--- src/rtl/arb_playback_reader.sv ---
// Arbitrary-waveform playback reader: streams 64-bit DDR words into a FIFO
// and unpacks them into 16-bit DAC samples with a sync window marker.
//
// Ports:
//   CLK_DDS_IN            sole clock (rising edge)
//   RESET_N               asynchronous active-low reset
//   DAC0_ACT              playback enable
//   ARB_SIZE[31:0]        waveform length in samples ([23:2] used)
//   SYNC_START/SYNC_END   sync window bounds in sample index ([23:0] used)
//   RD_REQ, RD_ADDR[25:0] DDR read request / address
//   RD_ACK                request accepted (one cycle)
//   RD_VALID, RD_DATA     returned word strobe / data
//   SAMPLE_OUT[15:0]      registered sample, SAMPLE_VALID qualifier
//   SYNC_OUT              sync marker aligned with SAMPLE_OUT
//   UNDERRUN              sticky starvation flag
module arb_playback_reader #(
    parameter int FIFO_DEPTH = 4
) (
    input  logic        CLK_DDS_IN,
    input  logic        RESET_N,
    input  logic        DAC0_ACT,
    input  logic [31:0] ARB_SIZE,
    input  logic [31:0] SYNC_START,
    input  logic [31:0] SYNC_END,
    output logic        RD_REQ,
    output logic [25:0] RD_ADDR,
    input  logic        RD_ACK,
    input  logic        RD_VALID,
    input  logic [63:0] RD_DATA,
    output logic [15:0] SAMPLE_OUT,
    output logic        SAMPLE_VALID,
    output logic        SYNC_OUT,
    output logic        UNDERRUN
);

    localparam int AW = (FIFO_DEPTH > 1) ? $clog2(FIFO_DEPTH) : 1;
    localparam int CW = AW + 1;
    localparam logic [CW-1:0] DEPTH_C = CW'(FIFO_DEPTH);

    localparam logic [1:0] S_IDLE  = 2'd0;
    localparam logic [1:0] S_FILL  = 2'd1;
    localparam logic [1:0] S_RUN   = 2'd2;
    localparam logic [1:0] S_DRAIN = 2'd3;

    logic [1:0]    r_state;
    logic [1:0]    w_state_nx;
    logic [21:0]   r_words;
    logic [23:0]   r_ss;
    logic [23:0]   r_se;
    logic [21:0]   r_w;
    logic [23:0]   r_s;
    logic [1:0]    r_lane;
    logic          r_req;
    logic          r_out;
    logic [63:0]   r_mem [FIFO_DEPTH];
    logic [AW-1:0] r_wp;
    logic [AW-1:0] r_rp;
    logic [CW-1:0] r_cnt;
    logic [15:0]   r_sample;
    logic          r_valid;
    logic          r_sync;
    logic          r_under;

    logic          w_start;
    logic          w_active;
    logic          w_ack;
    logic          w_ret;
    logic          w_push;
    logic          w_emit_ok;
    logic          w_stall;
    logic          w_emit;
    logic          w_pop;
    logic          w_flush;
    logic          w_latch;
    logic          w_w_last;
    logic          w_s_last;
    logic          w_sync;
    logic          w_req_ok;
    logic [63:0]   w_word;
    logic [15:0]   w_lane_data;

    wire w_unused = &{1'b0, ARB_SIZE[31:24], ARB_SIZE[1:0],
                      SYNC_START[31:24], SYNC_END[31:24]};

    assign w_start   = DAC0_ACT && (ARB_SIZE[23:2] != 22'd0);
    assign w_latch   = (r_state == S_IDLE) && w_start;
    assign w_active  = (r_state == S_FILL) || (r_state == S_RUN);
    assign w_ack     = r_req && RD_ACK;
    // A strobe with nothing in flight (e.g. after reset) is dropped here.
    assign w_ret     = RD_VALID && r_out;
    assign w_push    = w_ret && w_active;
    assign w_emit_ok = (r_state == S_RUN) && DAC0_ACT;
    assign w_stall   = w_emit_ok && (r_lane == 2'd0) && (r_cnt == '0);
    assign w_emit    = w_emit_ok && !w_stall;
    assign w_pop     = w_emit && (r_lane == 2'd3);
    assign w_flush   = (r_state == S_DRAIN) && (!r_out || RD_VALID);
    assign w_w_last  = (r_w == (r_words - 22'd1));
    assign w_s_last  = (r_s == ({r_words, 2'b00} - 24'd1));
    assign w_sync    = (r_ss < r_se) && (r_s >= r_ss) && (r_s < r_se);
    assign w_req_ok  = w_active && DAC0_ACT;

    assign w_word      = r_mem[r_rp];
    assign w_lane_data = w_word[{r_lane, 4'b0000} +: 16];

    // Address packing mirrors the host write path layout.
    assign RD_ADDR = {r_w[20:8], 1'b0, r_w[7:0], 2'b00, 1'b0, r_w[21]};
    assign RD_REQ       = r_req;
    assign SAMPLE_OUT   = r_sample;
    assign SAMPLE_VALID = r_valid;
    assign SYNC_OUT     = r_sync;
    assign UNDERRUN     = r_under;

    always_comb begin
        w_state_nx = r_state;
        unique case (r_state)
            S_IDLE: begin
                if (w_start) w_state_nx = S_FILL;
            end
            S_FILL: begin
                if (!DAC0_ACT)             w_state_nx = S_DRAIN;
                else if (r_cnt == DEPTH_C) w_state_nx = S_RUN;
            end
            S_RUN: begin
                if (!DAC0_ACT) w_state_nx = S_DRAIN;
            end
            default: begin
                if (w_flush) w_state_nx = S_IDLE;
            end
        endcase
    end

    always_ff @(posedge CLK_DDS_IN or negedge RESET_N) begin
        if (!RESET_N) begin
            r_state <= S_IDLE;
        end else begin
            r_state <= w_state_nx;
        end
    end

    // Configuration and indices restart only on IDLE->FILL.
    always_ff @(posedge CLK_DDS_IN or negedge RESET_N) begin
        if (!RESET_N) begin
            r_words <= '0;
            r_ss    <= '0;
            r_se    <= '0;
            r_w     <= '0;
            r_s     <= '0;
            r_lane  <= '0;
            r_under <= 1'b0;
        end else if (w_latch) begin
            r_words <= ARB_SIZE[23:2];
            r_ss    <= SYNC_START[23:0];
            r_se    <= SYNC_END[23:0];
            r_w     <= '0;
            r_s     <= '0;
            r_lane  <= '0;
            r_under <= 1'b0;
        end else begin
            if (w_ack) begin
                r_w <= w_w_last ? 22'd0 : r_w + 22'd1;
            end
            if (w_emit) begin
                r_lane <= r_lane + 2'd1;
                r_s    <= w_s_last ? 24'd0 : r_s + 24'd1;
            end
            if (w_stall) begin
                r_under <= 1'b1;
            end
        end
    end

    // Single outstanding read; the request is held until accepted.
    always_ff @(posedge CLK_DDS_IN or negedge RESET_N) begin
        if (!RESET_N) begin
            r_req <= 1'b0;
            r_out <= 1'b0;
        end else begin
            if (w_ack) begin
                r_req <= 1'b0;
            end else if (!w_req_ok) begin
                r_req <= 1'b0;
            end else if (!r_req && !r_out && (r_cnt < DEPTH_C)) begin
                r_req <= 1'b1;
            end
            if (w_ack) begin
                r_out <= 1'b1;
            end else if (w_ret) begin
                r_out <= 1'b0;
            end
        end
    end

    always_ff @(posedge CLK_DDS_IN or negedge RESET_N) begin
        if (!RESET_N) begin
            r_wp  <= '0;
            r_rp  <= '0;
            r_cnt <= '0;
            for (int i = 0; i < FIFO_DEPTH; i++) begin
                r_mem[i] <= '0;
            end
        end else if (w_flush) begin
            r_wp  <= '0;
            r_rp  <= '0;
            r_cnt <= '0;
        end else begin
            if (w_push) begin
                r_mem[r_wp] <= RD_DATA;
                r_wp        <= r_wp + 1'b1;
            end
            if (w_pop) begin
                r_rp <= r_rp + 1'b1;
            end
            unique case ({w_push, w_pop})
                2'b10:   r_cnt <= r_cnt + 1'b1;
                2'b01:   r_cnt <= r_cnt - 1'b1;
                default: r_cnt <= r_cnt;
            endcase
        end
    end

    always_ff @(posedge CLK_DDS_IN or negedge RESET_N) begin
        if (!RESET_N) begin
            r_sample <= '0;
            r_valid  <= 1'b0;
            r_sync   <= 1'b0;
        end else begin
            r_valid <= w_emit;
            r_sync  <= w_emit && w_sync;
            if (w_emit) begin
                r_sample <= w_lane_data;
            end
        end
    end

endmodule

--- config.mk ---
export PLATFORM = sky130hd
export DESIGN_NAME = arb_playback_reader
export DESIGN_NICKNAME = d
export VERILOG_FILES = /design/src/rtl/arb_playback_reader.sv
export SDC_FILE = /design/constraint.sdc
export NUM_CORES = 1
export LEC_CHECK = 0
export BUFFER_PORTS_ARGS = -buffer_cell sky130_fd_sc_hd__clkbuf_2
export CAP_MARGIN = 20
export CORE_MARGIN = 2
export CORE_UTILIZATION = 55
export DETAILED_ROUTE_END_ITERATION = 7
export GPL_TIMING_DRIVEN = 0
export PLACE_DENSITY = 0.82
export SYNTH_ARGS = -nofsm -noshare
export SYNTH_HDL_FRONTEND = slang
export SYNTH_SLANG_ARGS = --single-unit
--- constraint.sdc ---
create_clock -name CLK_DDS_IN -period 8.8 [get_ports CLK_DDS_IN]
set_clock_uncertainty 0.1 [all_clocks]
set_input_delay 1.76 -clock CLK_DDS_IN [delete_from_list [all_inputs] [get_ports CLK_DDS_IN]]
set_output_delay 1.76 -clock CLK_DDS_IN [all_outputs]
set_load 0.02 [all_outputs]
==> results of run 1 <==
power by group:
part           switching, µW  internal, µW  leakage (µW)
sequential               319          2340       0.00537
clock                    772          1110      0.000714
combinational           1390          1200       0.00549
cell families after synthesis:
group	share of synthesized area, %
xor gates and xnor gates	4.07
other	0.0178
DFF	48.0
muxes	22.5
AOI/OAI and AO/OA	6.01
adders and majority gates	5.03
and+or+nand+nor	11.0
buffers and inverters	3.27
synth_stat cells, drive strengths merged (7+ instances only):
master	count	share of area (%)
o21ai	78	1.9
xor2	32	1.3
nor3	14	0.33
a21o	20	0.71
mux2	257	14
nor4	17	0.65
nand3	35	0.83
a21oi	37	0.88
a211oi	7	0.25
nor2	70	1.2
xnor2	40	1.7
xnor3	9	0.96
nand2b	15	0.45
or2	9	0.27
ha	83	4.9
dfrtp	404	48
o211ai	8	0.29
nor2b	15	0.45
or3	8	0.24
or4	10	0.39
and3	14	0.42
nand2	227	4.0
inv	73	1.3
mux4	80	8.6
nand4	28	0.86
buf	29	0.71
o22ai	9	0.27
clkbuf	71	1.3
placed cells by master (no fill, tap or decap), types with 20 or more instances in the layout:
cell | Yosys | routed
dfrtp_1 | 404 | 404
xor2_1 | 32 | 32
clkbuf_16 | 0 | 43
nand2_1 | 227 | 227
nor2_1 | 70 | 70
ha_1 | 83 | 83
inv_1 | 71 | 71
mux4_2 | 80 | 80
clkbuf_2 | 0 | 179
nand4_1 | 27 | 27
mux2_2 | 257 | 257
xnor2_1 | 40 | 40
a21oi_1 | 37 | 37
a21o_1 | 20 | 20
nand3_1 | 35 | 35
clkbuf_1 | 71 | 84
o21ai_0 | 72 | 72
sequential cells by signal, summed over array words and instances, names as in the netlist:
register      flops
SYNC_OUT          1
r_mem           256
r_ss             24
r_out             1
SAMPLE_OUT       16
r_lane            2
r_rp              2
RD_REQ            1
r_state           2
r_s              24
UNDERRUN          1
SAMPLE_VALID      1
r_se             24
r_cnt             3
r_wp              2
r_w              22
r_words          22
per-stage QoR:
| step | cells | setup TNS (ns) | util [%] | setup WS [ns] |
|---|---|---|---|---|
| final | 2549 | 0 | 64.3 | 4.43 |
| after global placement | 2463 | -1043.26 | 60.0 | -2.64 |
| after floorplan | 1772 | 0 | - | 5.01 |
| after CTS | 2546 | 0 | 64.3 | 4.38 |
| after detailed placement | 2468 | 0 | 60.4 | 4.14 |
| after global routing | 2548 | 0 | 64.3 | 4.05 |
path summary, 6_finish.rpt:
| kind | start | endpoint | slack [ns] | cells past startpoint |
|---|---|---|---|---|
| setup / recovery | r_lane[1] | SAMPLE_OUT[14] | 4.43 | 10 |
| hold / removal | SAMPLE_OUT[3] | SAMPLE_OUT[3] | 0.38 | 2 |
| setup reg to reg | r_lane[1] | SAMPLE_OUT[14] | 4.43 | 10 |
| hold reg to reg | SAMPLE_OUT[3] | SAMPLE_OUT[3] | 0.38 | 2 |
| max in group asynchronous | RESET_N | r_mem[238] | 5.93 | 4 |
| min in group asynchronous | RESET_N | r_ss[17] | 1.05 | 1 |
tightest hold or removal path: cells and delay by family (launching register included):
family        cells  cell delay [ns]
simple gates      2             0.10
flops             1             0.34
area by class of cell:
class,instances,share of cell area (%)
plain buffers,100,1.71
inverters,73,1.13
clock buffers,66,5.21
repair buffers,186,4.32
multi-input cells,1195,42.4
flip-flops and latches,404,41.7
clock inverters,12,0.811
diodes,2,0.0207
well taps,511,2.64
metal layers:
layer	track usage (%)	share of wire [%]
met5	0	0.12
met4	11.2	3.5
met3	5.70	7.2
met2	48.0	50
met1	33.9	39
==> summary.md, run 1 <==
| Metric | Value |
|---|---|
| Min Tclk post-route | `4.37 ns` |
| H-tree Lvls | `2` |
| Post-CTS setup buffers | `0` |
| Total vias in the final route | `15.1k` |
| Net total in the final layout | `2252` |
| Congestion Overflow GR | `0` |
| Synth cell types | `73` |
| Post-route cell area | `0.0242 mm²` |
| Initial antenna violation count | `7` |
| Std-Cell Core Area | `0.0377 mm²` |
| Worst Hold Class | `flop to flop` |
| Max-Cap Viols | `0` |
| Maximum clock path buffer count | `3` |
| Sort of element at the start of the critical path | `flop` |
| CP dominant cell by count | `clkbuf_1` |
| Synth warnings | `0` |
| Static leakage power | `0.0116 µW` |
| Result of the run | `complete, no violations` |
| Register clock-pin slew on the reported worst setup and hold paths | `0.06 ns` |
| F_max | `229 MHz` |
| Critical path fanouts, max | `10` |
| Syn Std Cell Area | `0.0211 mm²` |
| Critical setup path kind | `flop to flop` |
| Share of final-layout standard cells stronger than drive strength 1 | `30.7%` |
| Fill cell total of the finished layout | `2852` |
| Seq/Total Area, Yosys | `48.0%` |
| Total power of the final layout | `7140 µW` |
| Sum of net half-perimeters after detailed placement | `39500 µm` |
| Data required time at the worst endpoint | `9.21 ns` |
| Routed wire per std cell | `21.1 µm` |
| Top-level I/O count | `211` |
| Seq. cell area | `0.0101 mm²` |
| Endpoints failing hold | `0` |
| Final GP Congestion | `0.952` |
| Area of combinational cells with multiple inputs | `0.0103 mm²` |
| Commonest register cell after synthesis | `dfrtp_1` |
| Die Width | `200 µm` |
| Placed standard-cell area | `0.0227 mm²` |
| Syn_area_per_cell | `11.9 µm²` |
| Cells traversed along the worst timing path | `inv_2 -> buf_1 -> ha_1 -> nor4bb_1 -> or2_2 -> clkbuf_1 -> clkbuf_1 -> clkbuf_1 -> nand2_1 -> nand2_1` |
| Worst-path cell with the longest stage delay | `buf_1` |
| Starting Density | `55.9%` |
| Clk_lat worst skew | `0.58 ns` |
| Number of remaining DRC errors | `0` |
| CTS sink count | `404` |
| #FFs+latches synth | `404` |
| Final Max Slew Viols | `0` |
| Maximum number of pins on one net before global-route repair | `108` |
| Number of buffers created by CTS | `43` |
| Antenna-violating nets left | `0` |
| Final period utilization | `49.7%` |
| Power density over cell area | `295 mW/mm²` |
| Via count of the first global-routing pass | `15.6k` |
| FP Rows | `71` |
| Total wire length after detailed routing | `53800 µm` |
| Largest delay contributor family on the critical path | `buffers and inverters` |
| Signed area change from the synthesized netlist to the final layout | `15.0%` |
| Post-CTS Hold Fix Bufs | `0` |
| GRT Total Usage | `27.7%` |
| Total of cells resized after clock tree synthesis | `0` |
| Buffers plus inverters on the worst setup path | `5` |
| Final setup violation count | `0` |
| Worst slew pin tran | `0.973 ns` |
| Worst setup EP type | `flop` |
| Worst slack on hold paths | `0.376 ns` |
| Fraction of registers with async set or reset after synthesis | `100%` |
| Number of search-and-repair iterations in the first detailed-routing pass | `5` |
| Die outline area | `0.0399 mm²` |
| Worst IR drop on VDD | `0.191 mV` |
| Port Buffers | `180` |
| Number of vias per cell after detailed routing | `5.94` |
| Max transition margin | `35.1%` |
| First-pass GRT wire length | `84200 µm` |
| Slowest stage delay, CP | `0.76 ns` |
| Unrepaired setup endpoints after global routing | `false` |
| Arrival time of the worst setup path | `4.79 ns` |
| Post-synthesis instance total | `1769` |
| Die height | `200 µm` |
| Cell at the root of the clock tree | `clkbuf_16` |
| Number of enable-type register cells in the synthesized netlist | `0` |
| TritonCTS clock tree | `done` |
| Violation count after the first detailed-routing iteration | `997` |
No activity file was read; power rests on OpenSTA's default activity.
==> run 2: changes to the inputs <==
--- a/config.mk
+++ b/config.mk
@@ -8,10 +8,10 @@
 export BUFFER_PORTS_ARGS = -buffer_cell sky130_fd_sc_hd__clkbuf_2
 export CAP_MARGIN = 20
 export CORE_MARGIN = 2
-export CORE_UTILIZATION = 55
+export CORE_UTILIZATION = 54
 export DETAILED_ROUTE_END_ITERATION = 7
 export GPL_TIMING_DRIVEN = 0
-export PLACE_DENSITY = 0.82
+export PLACE_DENSITY = 0.84
 export SYNTH_ARGS = -nofsm -noshare
 export SYNTH_HDL_FRONTEND = slang
 export SYNTH_SLANG_ARGS = --single-unit
==> constraint.sdc (replaced) <==
create_clock -name CLK_DDS_IN -period 3.65 [get_ports CLK_DDS_IN]
set_clock_uncertainty 0.1 [all_clocks]
set_input_delay 0.73 -clock CLK_DDS_IN [delete_from_list [all_inputs] [get_ports CLK_DDS_IN]]
set_output_delay 0.73 -clock CLK_DDS_IN [all_outputs]
set_load 0.02 [all_outputs]
==> run 2 against run 1 <==
  * Hold slack got worse by 0.25 ns
  * Maximum frequency rose by 22%
  * Final cell count rose by 0.39%
  * Sequential share of layout area fell by 0.23 points
  * Design area rose by 0.59%
  * Routed wire length rose by 3.5%
  * Critical path depth did not move
  * Critical endpoint is now r_s[10]
  * Largest cell class unchanged
  * Highest routed layer unchanged
==> summary.md, run 2 (synthesis results as in run 1) <==
| Metric | Value |
|---|---|
| Core utilization of the finished layout | `63.2%` |
| Final setup violation count | `0` |
| Std-Cell Core Area | `0.0386 mm²` |
| Die height | `201 µm` |
| GRT Total Usage | `27.7%` |
| Sum of net half-perimeters after detailed placement | `40400 µm` |
| Post-CTS Hold Fix Bufs | `0` |
| F_max | `278 MHz` |
| Largest register FFs | `256` |
| Critical path fanouts, max | `5` |
| Final period utilization | `98.5%` |
| Worst IR drop on VDD | `0.441 mV` |
| Cell at the root of the clock tree | `clkbuf_16` |
| Worst slew pin tran | `1.02 ns` |
| Routed wire per std cell | `21.8 µm` |
| Port Buffers | `180` |
| Endpoints failing hold | `0` |
| Sort of element at the start of the critical path | `flop` |
| Die Width | `201 µm` |
| Number of remaining DRC errors | `0` |
| First-pass GRT wire length | `87400 µm` |
| Worst Reg-to-Reg Cells | `10` |
| Worst R2R End | `r_s[10]` |
| Leading cell types in the layout, fill and taps excluded | `dfrtp_1, mux2_2, nand2_1, clkbuf_2, ha_1` |
| Result of the run | `complete, no violations` |
| Min Tclk post-route | `3.60 ns` |
| Share of final-layout standard cells stronger than drive strength 1 | `32.6%` |
| Area of combinational cells with multiple inputs | `0.0104 mm²` |
| Violation count after the first detailed-routing iteration | `1117` |
| Top-level I/O count | `211` |
| Seq. cell area | `0.0101 mm²` |
| Die outline area | `0.0406 mm²` |
| Flop-to-flop setup slack | `0.05 ns` |
| CTS sink count | `404` |
| Total vias in the final route | `15.3k` |
| Worst Hold Class | `primary input to asynchronous set/reset pin` |
| Final GP Congestion | `0.940` |
| Signed area change from the synthesized netlist to the final layout | `15.7%` |
| Worst slack on hold paths | `0.125 ns` |
| Total wire length after detailed routing | `55700 µm` |
| Unrepaired setup endpoints after global routing | `true` |
| Data required time at the worst endpoint | `4.02 ns` |
| Clk_lat worst skew | `0.59 ns` |
| Worst setup EP type | `flop` |
| Register clock-pin slew on the reported worst setup and hold paths | `0.06 ns` |
| Arrival time of the worst setup path | `3.97 ns` |
| Number of vias per cell after detailed routing | `5.99` |
| Fill cell total of the finished layout | `2880` |
| Most flop-heavy register | `r_mem` |
| Maximum clock path buffer count | `3` |
| TritonCTS clock tree | `done` |
| Via count of the first global-routing pass | `15.9k` |
| Static leakage power | `0.0116 µW` |
| Starting Density | `54.6%` |
| Number of search-and-repair iterations in the first detailed-routing pass | `7` |
| Initial antenna violation count | `7` |
| Number of buffers created by CTS | `41` |
| Net total in the final layout | `2255` |
| Final Max Slew Viols | `0` |
| Most common cell after layout, fill and taps aside | `dfrtp_1` |
| Power density over cell area | `709 mW/mm²` |
| H-tree Lvls | `2` |
| Max transition margin | `32.3%` |
| Max-Cap Viols | `0` |
| FP Rows | `72` |
| Maximum number of pins on one net before global-route repair | `115` |
| Congestion Overflow GR | `0` |
| Antenna-violating nets left | `0` |
| Startpoint of the lowest-slack register-to-register path | `r_words[0]` |
| Critical setup path kind | `flop to flop` |
-- run 2: cell types whose count changed in the layout (fill, tap and decap cells not counted), sizes merged --
| cell | change |
|---|---|
| clkinv | +5 |
| inv | -2 |
| diode | +1 |
| clkinvlp | +1 |
| buf | +9 |
| bufinv | -1 |
| clkbuf | -10 |
-- run 2: per-layer routing --
| metal | GRT usage [%] | wire length (µm) |
|---|---|---|
| met1 | 34.1 | 21300 |
| met5 | 0 | 49 |
| met3 | 5.54 | 4000 |
| met2 | 48.2 | 28500 |
| met4 | 10.5 | 1900 |
-- run 2: critical path, cell delays in order (launching register included) --
cell and delay [ns]:
dfrtp_2 0.41, inv_2 0.08, ha_4 0.15, or4b_4 0.48
or3_4 0.44, o211ai_1 0.25, o211ai_1 0.13, or4_4 0.55
or4_4 0.61, o21ai_4 0.22, nor2_1 0.08
-- run 2: worst max-delay path by stage --
stage	startpoint	to	slack, ns
floorplan	r_words[0]	r_w[11]	0.10
global placement	RESET_N	r_mem[252]	-6.71
detailed placement	r_words[0]	r_s[19]	-0.66
finish	r_words[0]	r_s[10]	0.05
CTS	r_words[3]	r_w[12]	0.002
global route	r_words[1]	r_s[10]	-0.04
-- run 2: stage by stage --
step | setup TNS, ns | instances | area [µm²] | power [µW] | setup slack [ns]
2_1_floorplan | 0 | 1772 | 21100 | 10700 | 0.101
3_3_place_gp | -2726.06 | 2470 | 22600 | 12300 | -6.71
3_5_place_dp | -30.40 | 2474 | 22700 | 12600 | -0.657
4_1_cts | 0 | 2551 | 24300 | 17200 | 0.00155
5_1_grt | -0.165 | 2557 | 24400 | 18200 | -0.0446
6_report | 0 | 2559 | 24400 | 17300 | 0.0531
-- run 2: repair_timing --
action,CTS,global route
setup endpoints to repair,68,61
cloned,1,0
pin swaps,6,12
resized for setup,38,17
setup buffers,3,8
-- run 2: layout make-up --
class / count / share of cell area [%]
multi-input cells: 1195 / 42.8
flip-flops and latches: 404 / 41.5
clock buffers: 60 / 4.83
repair buffers: 196 / 4.49
well taps: 518 / 2.66
plain buffers: 95 / 1.73
inverters: 73 / 1.12
clock inverters: 15 / 0.863
diodes: 3 / 0.0308
-- run 2: where the power goes --
part	total [µW]	internal, µW	switching, µW
Sequential	6500	5640	855
Combinational	6420	3010	3410
Clock	4350	2480	1870
Total	17300	11100	6130
